**src/rtl/cronometro_param.sv**
```systemverilog
// Synchronous MM:SS stopwatch with run/pause, clear, lap freeze and rollover pulse.
// Define CRONO_HOURS_EN to add an HH pair (00-23) and the disp5/disp6 outputs.
module cronometro_param #(
  parameter int CLK_HZ         = 50_000_000,
  parameter int TICK_HZ        = 1,
  parameter int SEG_ACTIVE_LOW = 1
) (
  input  logic       clk,
  input  logic       reset,
  input  logic       start_stop,
  input  logic       clear,
  input  logic       lap,
  output logic       running,
  output logic       rollover,
  output logic [6:0] disp1,
  output logic [6:0] disp2,
  output logic [6:0] disp3,
`ifdef CRONO_HOURS_EN
  output logic [6:0] disp4,
  output logic [6:0] disp5,
  output logic [6:0] disp6
`else
  output logic [6:0] disp4
`endif
);

  localparam int DIV = CLK_HZ / TICK_HZ;
  localparam int PW  = (DIV > 1) ? $clog2(DIV) : 1;

  generate
    if ((CLK_HZ % TICK_HZ) != 0 || DIV < 2) begin : g_bad_div
      $error("cronometro_param: CLK_HZ/TICK_HZ must be an integer >= 2");
    end
  endgenerate

  // Active-high a..g pattern for one BCD digit; blank for non-decimal codes.
  function automatic logic [6:0] seg7(input logic [3:0] d);
    logic [6:0] p;
    case (d)
      4'd0: p = 7'b0111111;
      4'd1: p = 7'b0000110;
      4'd2: p = 7'b1011011;
      4'd3: p = 7'b1001111;
      4'd4: p = 7'b1100110;
      4'd5: p = 7'b1101101;
      4'd6: p = 7'b1111101;
      4'd7: p = 7'b0000111;
      4'd8: p = 7'b1111111;
      4'd9: p = 7'b1101111;
      default: p = 7'b0000000;
    endcase
    return (SEG_ACTIVE_LOW != 0) ? ~p : p;
  endfunction

  logic [PW-1:0] presc;
  logic          run, frozen, tick;
  logic [3:0]    su, mu, su_nxt, mu_nxt, sh_su, sh_mu;
  logic [2:0]    st, mt, st_nxt, mt_nxt, sh_st, sh_mt;
  logic          en_st, en_mu, en_mt, en_h, wrap;
`ifdef CRONO_HOURS_EN
  logic [3:0]    hu, hu_nxt, sh_hu;
  logic [1:0]    ht, ht_nxt, sh_ht;
`endif

  assign tick  = run && (presc == PW'(DIV - 1));
  assign en_st = tick && (su == 4'd9);
  assign en_mu = en_st && (st == 3'd5);
  assign en_mt = en_mu && (mu == 4'd9);
  assign en_h  = en_mt && (mt == 3'd5);
`ifdef CRONO_HOURS_EN
  assign wrap  = en_h && (ht == 2'd2) && (hu == 4'd3);
`else
  assign wrap  = en_h;
`endif

  // Next value of each digit: advance on its enable, wrap at its maximum.
  always_comb begin
    su_nxt = su;
    st_nxt = st;
    mu_nxt = mu;
    mt_nxt = mt;
    if (tick) su_nxt = (su == 4'd9) ? 4'd0 : su + 4'd1;
    else      su_nxt = su;
    if (en_st) st_nxt = (st == 3'd5) ? 3'd0 : st + 3'd1;
    else       st_nxt = st;
    if (en_mu) mu_nxt = (mu == 4'd9) ? 4'd0 : mu + 4'd1;
    else       mu_nxt = mu;
    if (en_mt) mt_nxt = (mt == 3'd5) ? 3'd0 : mt + 3'd1;
    else       mt_nxt = mt;
`ifdef CRONO_HOURS_EN
    hu_nxt = hu;
    ht_nxt = ht;
    if (wrap) begin
      hu_nxt = 4'd0;
      ht_nxt = 2'd0;
    end else if (en_h) begin
      hu_nxt = (hu == 4'd9) ? 4'd0 : hu + 4'd1;
      ht_nxt = (hu == 4'd9) ? ht + 2'd1 : ht;
    end else begin
      hu_nxt = hu;
      ht_nxt = ht;
    end
`endif
  end

  // Run state, prescaler, live digits, lap shadow and rollover pulse.
  always_ff @(posedge clk) begin
    if (reset) begin
      run      <= 1'b0;
      presc    <= '0;
      frozen   <= 1'b0;
      rollover <= 1'b0;
      {su, st, mu, mt} <= '0;
      {sh_su, sh_st, sh_mu, sh_mt} <= '0;
`ifdef CRONO_HOURS_EN
      {hu, ht, sh_hu, sh_ht} <= '0;
`endif
    end else begin
      if (start_stop) run <= ~run;
      else            run <= run;
      if (clear) begin
        // A tick landing on the clear edge is dropped, so no rollover either.
        presc    <= '0;
        frozen   <= 1'b0;
        rollover <= 1'b0;
        {su, st, mu, mt} <= '0;
`ifdef CRONO_HOURS_EN
        {hu, ht} <= '0;
`endif
      end else begin
        if (run) presc <= tick ? '0 : presc + PW'(1);
        else     presc <= presc;
        rollover <= wrap;
        {su, st, mu, mt} <= {su_nxt, st_nxt, mu_nxt, mt_nxt};
`ifdef CRONO_HOURS_EN
        {hu, ht} <= {hu_nxt, ht_nxt};
`endif
        if (lap) begin
          frozen <= ~frozen;
          if (!frozen) begin
            {sh_su, sh_st, sh_mu, sh_mt} <= {su, st, mu, mt};
`ifdef CRONO_HOURS_EN
            {sh_hu, sh_ht} <= {hu, ht};
`endif
          end else begin
            {sh_su, sh_st, sh_mu, sh_mt} <= {sh_su, sh_st, sh_mu, sh_mt};
          end
        end else begin
          frozen <= frozen;
        end
      end
    end
  end

  assign running = run;

  // Display decode of either the live count or the frozen lap snapshot.
  always_comb begin
    disp1 = seg7(frozen ? sh_su : su);
    disp2 = seg7({1'b0, frozen ? sh_st : st});
    disp3 = seg7(frozen ? sh_mu : mu);
    disp4 = seg7({1'b0, frozen ? sh_mt : mt});
`ifdef CRONO_HOURS_EN
    disp5 = seg7(frozen ? sh_hu : hu);
    disp6 = seg7({2'b00, frozen ? sh_ht : ht});
`endif
  end

endmodule

```
**config.mk**
```make
export PLATFORM = sky130hd
export DESIGN_NAME = cronometro_param
export DESIGN_NICKNAME = d
export VERILOG_FILES = /design/src/rtl/cronometro_param.sv
export SDC_FILE = /design/constraint.sdc
export NUM_CORES = 1
export LEC_CHECK = 0
export BUFFER_PORTS_ARGS = -buffer_cell sky130_fd_sc_hd__buf_2
export CAP_MARGIN = 20
export CORE_MARGIN = 4
export CORE_UTILIZATION = 30
export DETAILED_ROUTE_END_ITERATION = 10
export SYNTH_ARGS = -nofsm -noshare
export SYNTH_HDL_FRONTEND = slang
export SYNTH_SLANG_ARGS = --single-unit
export TNS_END_PERCENT = 50
```
**constraint.sdc**
```tcl
create_clock -name clk -period 4.8 [get_ports clk]
set_input_delay 0.24 -clock clk [delete_from_list [all_inputs] [get_ports clk]]
set_output_delay 0.24 -clock clk [all_outputs]
set_load 0.03 [all_outputs]
```
==> flow_summary.ini, run 1 <==
[status]
status = complete, no violations

[layout]
utilization = 0.355
drive_gt1_frac = 0.133
syn_to_final_growth_pct = 13.4
fillers = 1094
ff_latch_area_sq_mm = 0.00114
n_antenna_cell = 0
layout.nets = 456
multi_input_area_sq_mm = 0.00203

[floorplanning]
die_h_um = 113
dieArea_sq_mm = 0.0127
rows = 37
die_x_um = 113
start_util = 0.313
num_io_pins = 35
core_sq_mm = 0.0105

[logic_synthesis]
yosysMostFrequentCell = nor2_1
netlist_area_sq_mm = 0.00329
synth_top_area_cell = dfxtp_1
postSynthCellCount = 402
ys_warn_count = 0
seq_area_frac_synth = 0.347
synth-edff-count = 0
yosys_register_bits = 57
async_reset_ff_frac = 0
synth_area_leaders = dfxtp_1 35%, ha_1 8.0%, nor2_1 8.0%
ys_types = 47
synth_top_area_frac = 0.347
syn_nets = 428
synth_top_cells_by_count = 70 x nor2_1, 57 x dfxtp_1, 31 x nand2_1
avgSynthCellArea_sq_um = 8.18
ys.flop_type = dfxtp_1

[timing]
rsz0062_at_grt = no
clock_skew_ns = 0.00827
final_hold_viol_count = 0
worst_pin_slew_ns = 1.00
period_needed_ns = 2.91
setup_ws_ns = 1.89
drv_slew = 0
finalSetupViolCount = 0
relSlewSlack = 0.331
setup_tns_ns = 0
fmax_mhz = 344
finalCritPeriodShare = 0.606
whs_ns = 0.150

[global_route]
overflow = 0
globalRouteTotalUtil = 0.114
first_global_vias = 2739
grt_pass1_wl_um = 12400
grt_max_degree = 29
antenna_found_initial = 0

[drt]
drt-total-wl_um = 6980
final_antenna_net_count = 0
drc = 0
viasPerCell = 5.04
dr.pass1.iters = 4
wl_per_cell_um = 12.2
drt_first_iter_violations = 182
vias = 2878

[critical_path]
crit_path_start_kind = flop
cp_slowest_cell = dfxtp_1
rr_worst_depth = 6
required_ns = 4.56
r2r-end = mt[0]$_SDFFE_PP0P_
end_kind = output pin
reg2reg_slack_ns = 2.36
crit_chain = mux2i_1, inv_1, ha_1, nor2_1, o21a_1, a21oi_1, buf_2
critPathArrivalTime_ns = 2.67
cp_max_fo = 22
path_class = flop to output pin
reg2reg_from = presc[0]$_SDFFE_PP0P_
crit_path_max_incr_delay_ns = 0.99

[place]
pre_cts_slack_ns = 2.25
port_buffers = 34
place.gp.congestion = 0.787
dp_hpwl_um = 5130

[worst_hold_path]
holdPathEnd = running$_SDFFE_PP0P_
hp-class = input pin to flop
hold_depth = 3
worstHoldStart = start_stop

[pwr]
seqPwrFrac = 0.527
p_per_area_mw_per_mm2 = 250
p_sw_uw = 243
combPwrFrac = 0.075
leakagePower_nw = 1.43
worst_ir_drop_vdd_v = 0.000131
power_uw = 932
p_int_uw = 689
swShare = 0.261
clock_power_share = 0.398

[clocking]
htree_levels = 3
clk_path_buf_depth = 2
numCtsBuffers = 9
cts_resized = 0
clk_pin_slew_ns = 0.07
hold_buffers = 0
cts-root-buf = clkbuf_8
post_cts.repair.setup_buffers = 0
worstSkewPairLatency_ns = 0.33
cts_tree = done
cts.sinks = 57

[job]
drv_cap = 0
==> cell usage in the layout (no fill, tap or decap), types with 4 or more instances in the layout <==
master / synthesis / routed
nor2_1: 70 / 70
dfxtp_1: 57 / 57
buf_2: 2 / 34
nand2_1: 31 / 31
ha_1: 21 / 21
a21oi_1: 20 / 20
xnor2_1: 17 / 17
mux2i_1: 15 / 15
inv_1: 14 / 14
o21ai_0: 14 / 14
a211oi_1: 14 / 14
nand3_1: 14 / 14
xor2_1: 13 / 13
nand4_1: 9 / 9
nor4_1: 9 / 9
clkbuf_8: 0 / 9
o21a_1: 5 / 5
and3_1: 5 / 5
and2_1: 4 / 4
nand2b_1: 4 / 4
nor3b_1: 4 / 4
clkinv_2: 0 / 4
==> registers in the layout, summed over array words and instances, names as in the netlist, 4 cells and up <==
register and count:
presc 26, mu 4, sh_mu 4, sh_su 4
su 4
==> worst max-delay path by stage <==
stage	startpoint	endpoint
final	frozen$_SDFFE_PP0P_	disp3[3]
after global routing	frozen$_SDFFE_PP0P_	disp1[0]
after CTS	frozen$_SDFFE_PP0P_	disp1[3]
after detailed placement	frozen$_SDFFE_PP0P_	disp3[0]
after global placement	frozen$_SDFFE_PP0P_	disp3[3]
after floorplan	frozen$_SDFFE_PP0P_	disp2[3]
==> per-layer routing <==
layer / vias to the layer above / global-route usage / share of wire
li1: 1461 / - / -
met1: 1359 / 0.149 / 0.49
met2: 49 / 0.182 / 0.46
met3: 9 / 0.0283 / 0.035
met4: 0 / 0.0433 / 0.016
met5: - / 0 / 0
==> stage by stage <==
step                cell area (sq um)  cells
global route                     3730    571
finish                           3730    571
global placement                 3570    555
floorplan                        3290    402
CTS                              3730    571
detailed placement               3570    555
==> final cells by class <==
class | instances | share of cell area
Clock buffer | 10 | 0.0342
Multi-Input combinational cell | 313 | 0.543
Sequential cell | 57 | 0.306
Tap cell | 136 | 0.0456
Inverter | 14 | 0.0141
Clock inverter | 6 | 0.00939
Timing Repair Buffer | 35 | 0.0476
==> cells by family after synthesis <==
family	share of synthesized area
xor gates and xnor gates	0.0799
DFF	0.347
and+or+nand+nor	0.273
adders and majority gates	0.0799
muxes	0.0559
AOI/OAI and AO/OA	0.127
buffers and inverters	0.0373
==> power groups by stage <==
stage	clock, mW	sequential (mW)	combinational, mW
floorplan	0	0.498	0.0571
global placement	0	0.502	0.0691
detailed placement	0	0.502	0.0703
CTS	0.383	0.492	0.0704
global route	0.409	0.493	0.0772
finish	0.371	0.492	0.0697
==> worst max-delay path: cells and delay by family (launching register included) <==
kind | cells | cell delay, ns
buf+inv | 2 | 0.33
fa+ha+maj | 1 | 0.22
flops | 1 | 0.99
mux | 1 | 0.51
compound gates | 2 | 0.19
simple gates | 1 | 0.10
(Power assumes the default switching activity.)
==> run 2: changes to the inputs <==
ABC_AREA = 1   (was default)
clock period = 3 ns   (was 4.8 ns; I/O delays follow)
==> run 2 against run 1 <==
Effect of this change:
- core utilization rose by 1.0 points
- flip-flop and latch count did not move
- total power rose by 130%
- sequential power rose by 60%
- non-clock buffer count rose by 1
- via count rose by 16%
- global-route usage rose by 0.94 points
- register-to-register slack got worse by 1.1 ns
- clock skew fell by 0.0018 ns
- first-iteration DRC count fell by 20%
- combinational power rose to 3.4 times the previous value
- synthesized cell count rose by 34%
- critical endpoint is now disp3[4]
- largest power group is now clock
==> flow_summary.ini, run 2 <==
[logic_synthesis]
yosysMostFrequentCell = nand2_1
syn_nets = 566
async_reset_ff_frac = 0
synth_compound_area_frac = 0.154
postSynthCellCount = 540
ys_warn_count = 0
synth_area_leaders = dfxtp_1 32%, nand2_1 11%, inv_1 9.6%
ys_types = 36
synth-edff-count = 0
yosys_register_bits = 57
synth_top_area_frac = 0.317
ys.flop_type = dfxtp_1
seq_area_frac_synth = 0.317
muxShareOfSynthArea = 0
synthXorXnorAreaFrac = 0.0170
avgSynthCellArea_sq_um = 6.67
yosys.area_share.simple = 0.321
synth_top_area_cell = dfxtp_1
synth_top_cells_by_count = 107 x nand2_1, 92 x inv_1, 61 x nor2_1
synth_top_family_by_area = simple AND/OR/NAND/NOR gates
netlist_area_sq_mm = 0.00360
synth_fa_ha_area_frac = 0.0729

[timing]
final_hold_viol_count = 0
setup_tns_ns = 0
clock_skew_ns = 0.00649
drv_slew = 0
fmax_mhz = 374
relSlewSlack = 0.460
worst_pin_slew_ns = 0.809
period_needed_ns = 2.67
rsz0062_at_grt = no
finalSetupViolCount = 0
finalCritPeriodShare = 0.891

[place]
dp_hpwl_um = 6230
place.gp.congestion = 0.775
port_buffers = 34
dp_cells = 710

[critical_path]
cp_slowest_cell = dfxtp_1
path_delay_family = flip-flops
crit_chain = nand2_1, o21ai_0, inv_1, ha_1, o21ai_0, a21oi_1, a21oi_1, buf_2
end_kind = output pin
critPathArrivalTime_ns = 2.52
cp_max_fo = 29
required_ns = 2.85
path_buf_inv = 2
crit_path_start_kind = flop
crit_path_max_incr_delay_ns = 0.84
path_class = flop to output pin

[layout]
largest_reg_flops = 26
stdcell_count = 726
utilization = 0.365
fillers = 1249
syn_to_final_growth_pct = 17.3
final_cell_mix = 107 x nand2_1, 92 x inv_1, 61 x nor2_1, 58 x o21ai_0, 57 x dfxtp_1
final_common_cell = nand2_1
regMostFlops = presc
layout.nets = 604
drive_gt1_frac = 0.158
n_antenna_cell = 0

[drt]
viasPerCell = 4.58
drt-total-wl_um = 8300
dr.pass1.iters = 4
wl_per_cell_um = 11.4
vias = 3328
drc = 0
drt_first_iter_violations = 146
final_antenna_net_count = 0

[clocking]
cts-root-buf = clkbuf_16
numCtsBuffers = 9
post_cts.repair.setup_buffers = 0
clk_path_buf_depth = 2
cts.sinks = 57
cts_tree = done
htree_levels = 3
worstSkewPairLatency_ns = 0.33
hold_buffers = 0
cts_resized = 0
clk_pin_slew_ns = 0.05

[pwr]
p_sw_uw = 545
p_per_area_mw_per_mm2 = 505
seqPwrFrac = 0.369
leakagePower_nw = 1.94
p_int_mw = 1.59
swShare = 0.255
clock_power_share = 0.518
combPwrFrac = 0.113
worst_ir_drop_vdd_v = 0.000314

[global_route]
antenna_found_initial = 0
first_global_vias = 3190
grt_pass1_wl_um = 14300
overflow = 0
grt_max_degree = 30
globalRouteTotalUtil = 0.124

[floorplanning]
die_h_um = 118
rows = 39
die_x_um = 118
dieArea_sq_mm = 0.0138
num_io_pins = 35
core_sq_mm = 0.0116
start_util = 0.311

[job]
drv_cap = 0

[worst_hold_path]
hp-class = input pin to flop

[status]
status = complete, no violations
==> run 2: cell type report <==
type                    instances  area [sq um]  area share
multi-input cells             377          2030       0.481
flip-flops and latches         57          1140       0.270
inverters                      97           367      0.0868
clock buffers                  11           243      0.0574
repair buffers                 36           185      0.0438
well taps                     143           179      0.0423
clock inverters                 5          78.8      0.0187
==> run 2: path summary, 6_finish.rpt <==
kind                          from  slack [ns]  cells after the start               endpoint
min                          reset        0.05                      2   running$_SDFFE_PP0P_
max            frozen$_SDFFE_PP0P_        0.33                      8               disp3[4]
max reg2reg  presc[0]$_SDFFE_PP0P_        1.22                      7    rollover$_SDFF_PP0_
min reg2reg  presc[8]$_SDFFE_PP0P_        0.48                      2  presc[8]$_SDFFE_PP0P_
==> run 2: power groups by stage <==
stage,Clock (mW),Sequential (mW),Combinational (mW)
5_1_grt,1.17,0.790,0.268
3_5_place_dp,0,0.803,0.242
4_1_cts,1.13,0.787,0.242
2_1_floorplan,0,0.797,0.188
3_3_place_gp,0,0.802,0.237
6_report,1.10,0.788,0.240
==> run 2: cell families (layout without fill, tap and decap cells) <==
kind of cell,Yosys count,after routing
AND/OR/NAND/NOR,246,246
buffers and inverters,106,149
AO/OA/AOI/OAI,103,103
flip-flops,57,57
adder cells (fa/ha/maj),21,21
XOR/XNOR,7,7
==> run 2: per-layer routing <==
layer  GRT usage  vias up  part of all wire
met3      0.0437        4             0.043
li1            -     1790                 -
met4      0.0454        0            0.0055
met5           0        -                 0
met1       0.153     1483              0.49
met2       0.198       51              0.46
==> run 2: stage by stage <==
| stage | hold WS [ns] | cell area, sq um | setup slack [ns] | power [mW] |
|---|---|---|---|---|
| 4_1_cts | 0.0285 | 4230 | 0.286 | 2.16 |
| 2_1_floorplan | 0.222 | 3600 | 0.716 | 0.985 |
| 5_1_grt | 0.0387 | 4230 | 0.0263 | 2.23 |
| 6_report | 0.0455 | 4230 | 0.327 | 2.13 |
| 3_5_place_dp | 0.380 | 3900 | 0.643 | 1.04 |
| 3_3_place_gp | 0.377 | 3900 | 0.735 | 1.04 |
==> run 3: changes to the inputs <==
CORE_MARGIN = default   (was 4)
clock period = 3.25 ns   (was 3 ns; I/O delays follow)
==> run 3 against run 2 <==
Effect of this change:
- the flow now finishes with violations (design-rule violations)
- first-iteration DRC count rose by 60%
- worst hold slack improved by 0.038 ns
- via count rose by 0.96%
- worst setup slack improved by 0.31 ns
- combinational power fell by 8%
- wire length fell by 5.0%
- clock-buffer cell count did not move
==> flow_summary.ini, run 3 (same netlist as run 2, synthesis figures left out) <==
[job]
drv_cap = 0

[status]
status = finished with violations
violations = design-rule violations

[global_route]
grt_pass1_wl_um = 14100
antenna_found_initial = 0
first_global_vias = 3188
overflow = 0
grt_max_degree = 29
globalRouteTotalUtil = 0.137

[timing]
worst_pin_slew_ns = 0.825
final_hold_viol_count = 0
finalCritPeriodShare = 0.805
rsz0062_at_grt = no
finalSetupViolCount = 0
clock_skew_ns = 0.00634
fmax_mhz = 382
setup_ws_ns = 0.635
drv_slew = 0
setup_tns_ns = 0
period_needed_ns = 2.61
relSlewSlack = 0.450
whs_ns = 0.0838

[layout]
largest_reg_flops = 26
final_common_cell = nand2_1
regMostFlops = presc
final_cell_mix = 107 x nand2_1, 92 x inv_1, 61 x nor2_1, 58 x o21ai_0, 57 x dfxtp_1
fillers = 1191
n_antenna_cell = 0
syn_to_final_growth_pct = 16.4
layout.nets = 604
drive_gt1_frac = 0.156

[drt]
vias = 3360
viasPerCell = 4.63
drt_first_iter_violations = 234
drc = 6
drt-total-wl_um = 7880
wl_per_cell_um = 10.9
dr.pass1.iters = 10
final_antenna_net_count = 0

[clocking]
worstSkewPairLatency_ns = 0.33
clk_pin_slew_ns = 0.05
htree_levels = 3
hold_buffers = 0
cts.sinks = 57
clk_path_buf_depth = 2
cts-root-buf = clkbuf_16
cts_resized = 0
numCtsBuffers = 9
post_cts.repair.setup_buffers = 0
cts_tree = done

[worst_hold_path]
hold_depth = 3
holdPathEnd = running$_SDFFE_PP0P_
hp-class = input pin to flop
worstHoldStart = start_stop

[critical_path]
r2r-end = presc[11]$_SDFFE_PP0P_
reg2reg_slack_ns = 1.50
critPathArrivalTime_ns = 2.45
path_class = flop to output pin
end_kind = output pin
rr_worst_depth = 10
cp_max_fo = 25
reg2reg_from = presc[0]$_SDFFE_PP0P_
crit_path_start_kind = flop
required_ns = 3.09

[floorplanning]
die_h_um = 112
dieArea_sq_mm = 0.0125
rows = 39
die_x_um = 112
start_util = 0.311
core_sq_mm = 0.0116
num_io_pins = 35

[pwr]
worst_ir_drop_vdd_v = 0.000320
p_per_area_mw_per_mm2 = 444
leakagePower_nw = 1.92
power_mw = 1.86

[place]
pre_cts_slack_ns = 0.948
dp_hpwl_um = 6010
port_buffers = 34
place.gp.congestion = 0.828
-- run 3: cell count changes in the layout (fill, tap and decap cells not counted), sizes merged --
cell	previous run	this run
clkinvlp	0	1
bufinv	2	1
-- run 3: per-stage QoR --
stage / cells / area (sq um) / util
6_report: 726 / 4190 / 0.363
5_1_grt: 726 / 4190 / 0.363
4_1_cts: 726 / 4190 / 0.363
3_5_place_dp: 710 / 3900 / 0.338
3_3_place_gp: 710 / 3900 / 0.338
2_1_floorplan: 540 / 3600 / -
-- run 3: report_power, final --
group	internal (mW)	switching, mW	leakage (nW)	total [mW]
combinational	0.0627	0.160	1.31	0.222
clock	0.591	0.321	0.139	0.912
sequential	0.713	0.0134	0.462	0.727
total	1.37	0.494	1.92	1.86
-- run 3: worst max-delay path, stage by stage (launching register included) --
cell     delay, ns
dfxtp_1       0.52
o21ai_0       0.64
inv_1         0.17
ha_1          0.24
o21ai_0       0.26
o21ai_0       0.12
buf_2         0.19
-- run 3: per-layer routing --
layer | track usage | up-vias | share of wire
met5 | 0 | - | 0
met4 | 0.0505 | 0 | 0.012
met1 | 0.174 | 1497 | 0.50
li1 | - | 1796 | -
met3 | 0.0386 | 8 | 0.043
met2 | 0.221 | 59 | 0.44
-- run 3: area by class of cell --
cell class / count / area (sq um) / area share
clock buffer: 11 / 233 / 0.0555
clock inverter: 5 / 56.3 / 0.0134
inverter: 97 / 367 / 0.0874
multi-input combinational: 377 / 2030 / 0.485
sequential: 57 / 1140 / 0.272
tap: 143 / 179 / 0.0427
timing repair buffer: 36 / 185 / 0.0442
-- run 3: worst max-delay path by stage --
| stage | slack (ns) | endpoint | startpoint | cells after the start |
|---|---|---|---|---|
| after floorplan | 0.95 | disp1[3] | frozen$_SDFFE_PP0P_ | 7 |
| after global placement | 1.06 | disp3[4] | frozen$_SDFFE_PP0P_ | 8 |
| after detailed placement | 0.95 | disp1[3] | frozen$_SDFFE_PP0P_ | 6 |
| after CTS | 0.59 | disp1[3] | frozen$_SDFFE_PP0P_ | 6 |
| after global routing | 0.35 | disp3[4] | frozen$_SDFFE_PP0P_ | 7 |
| final | 0.64 | disp1[3] | frozen$_SDFFE_PP0P_ | 6 |
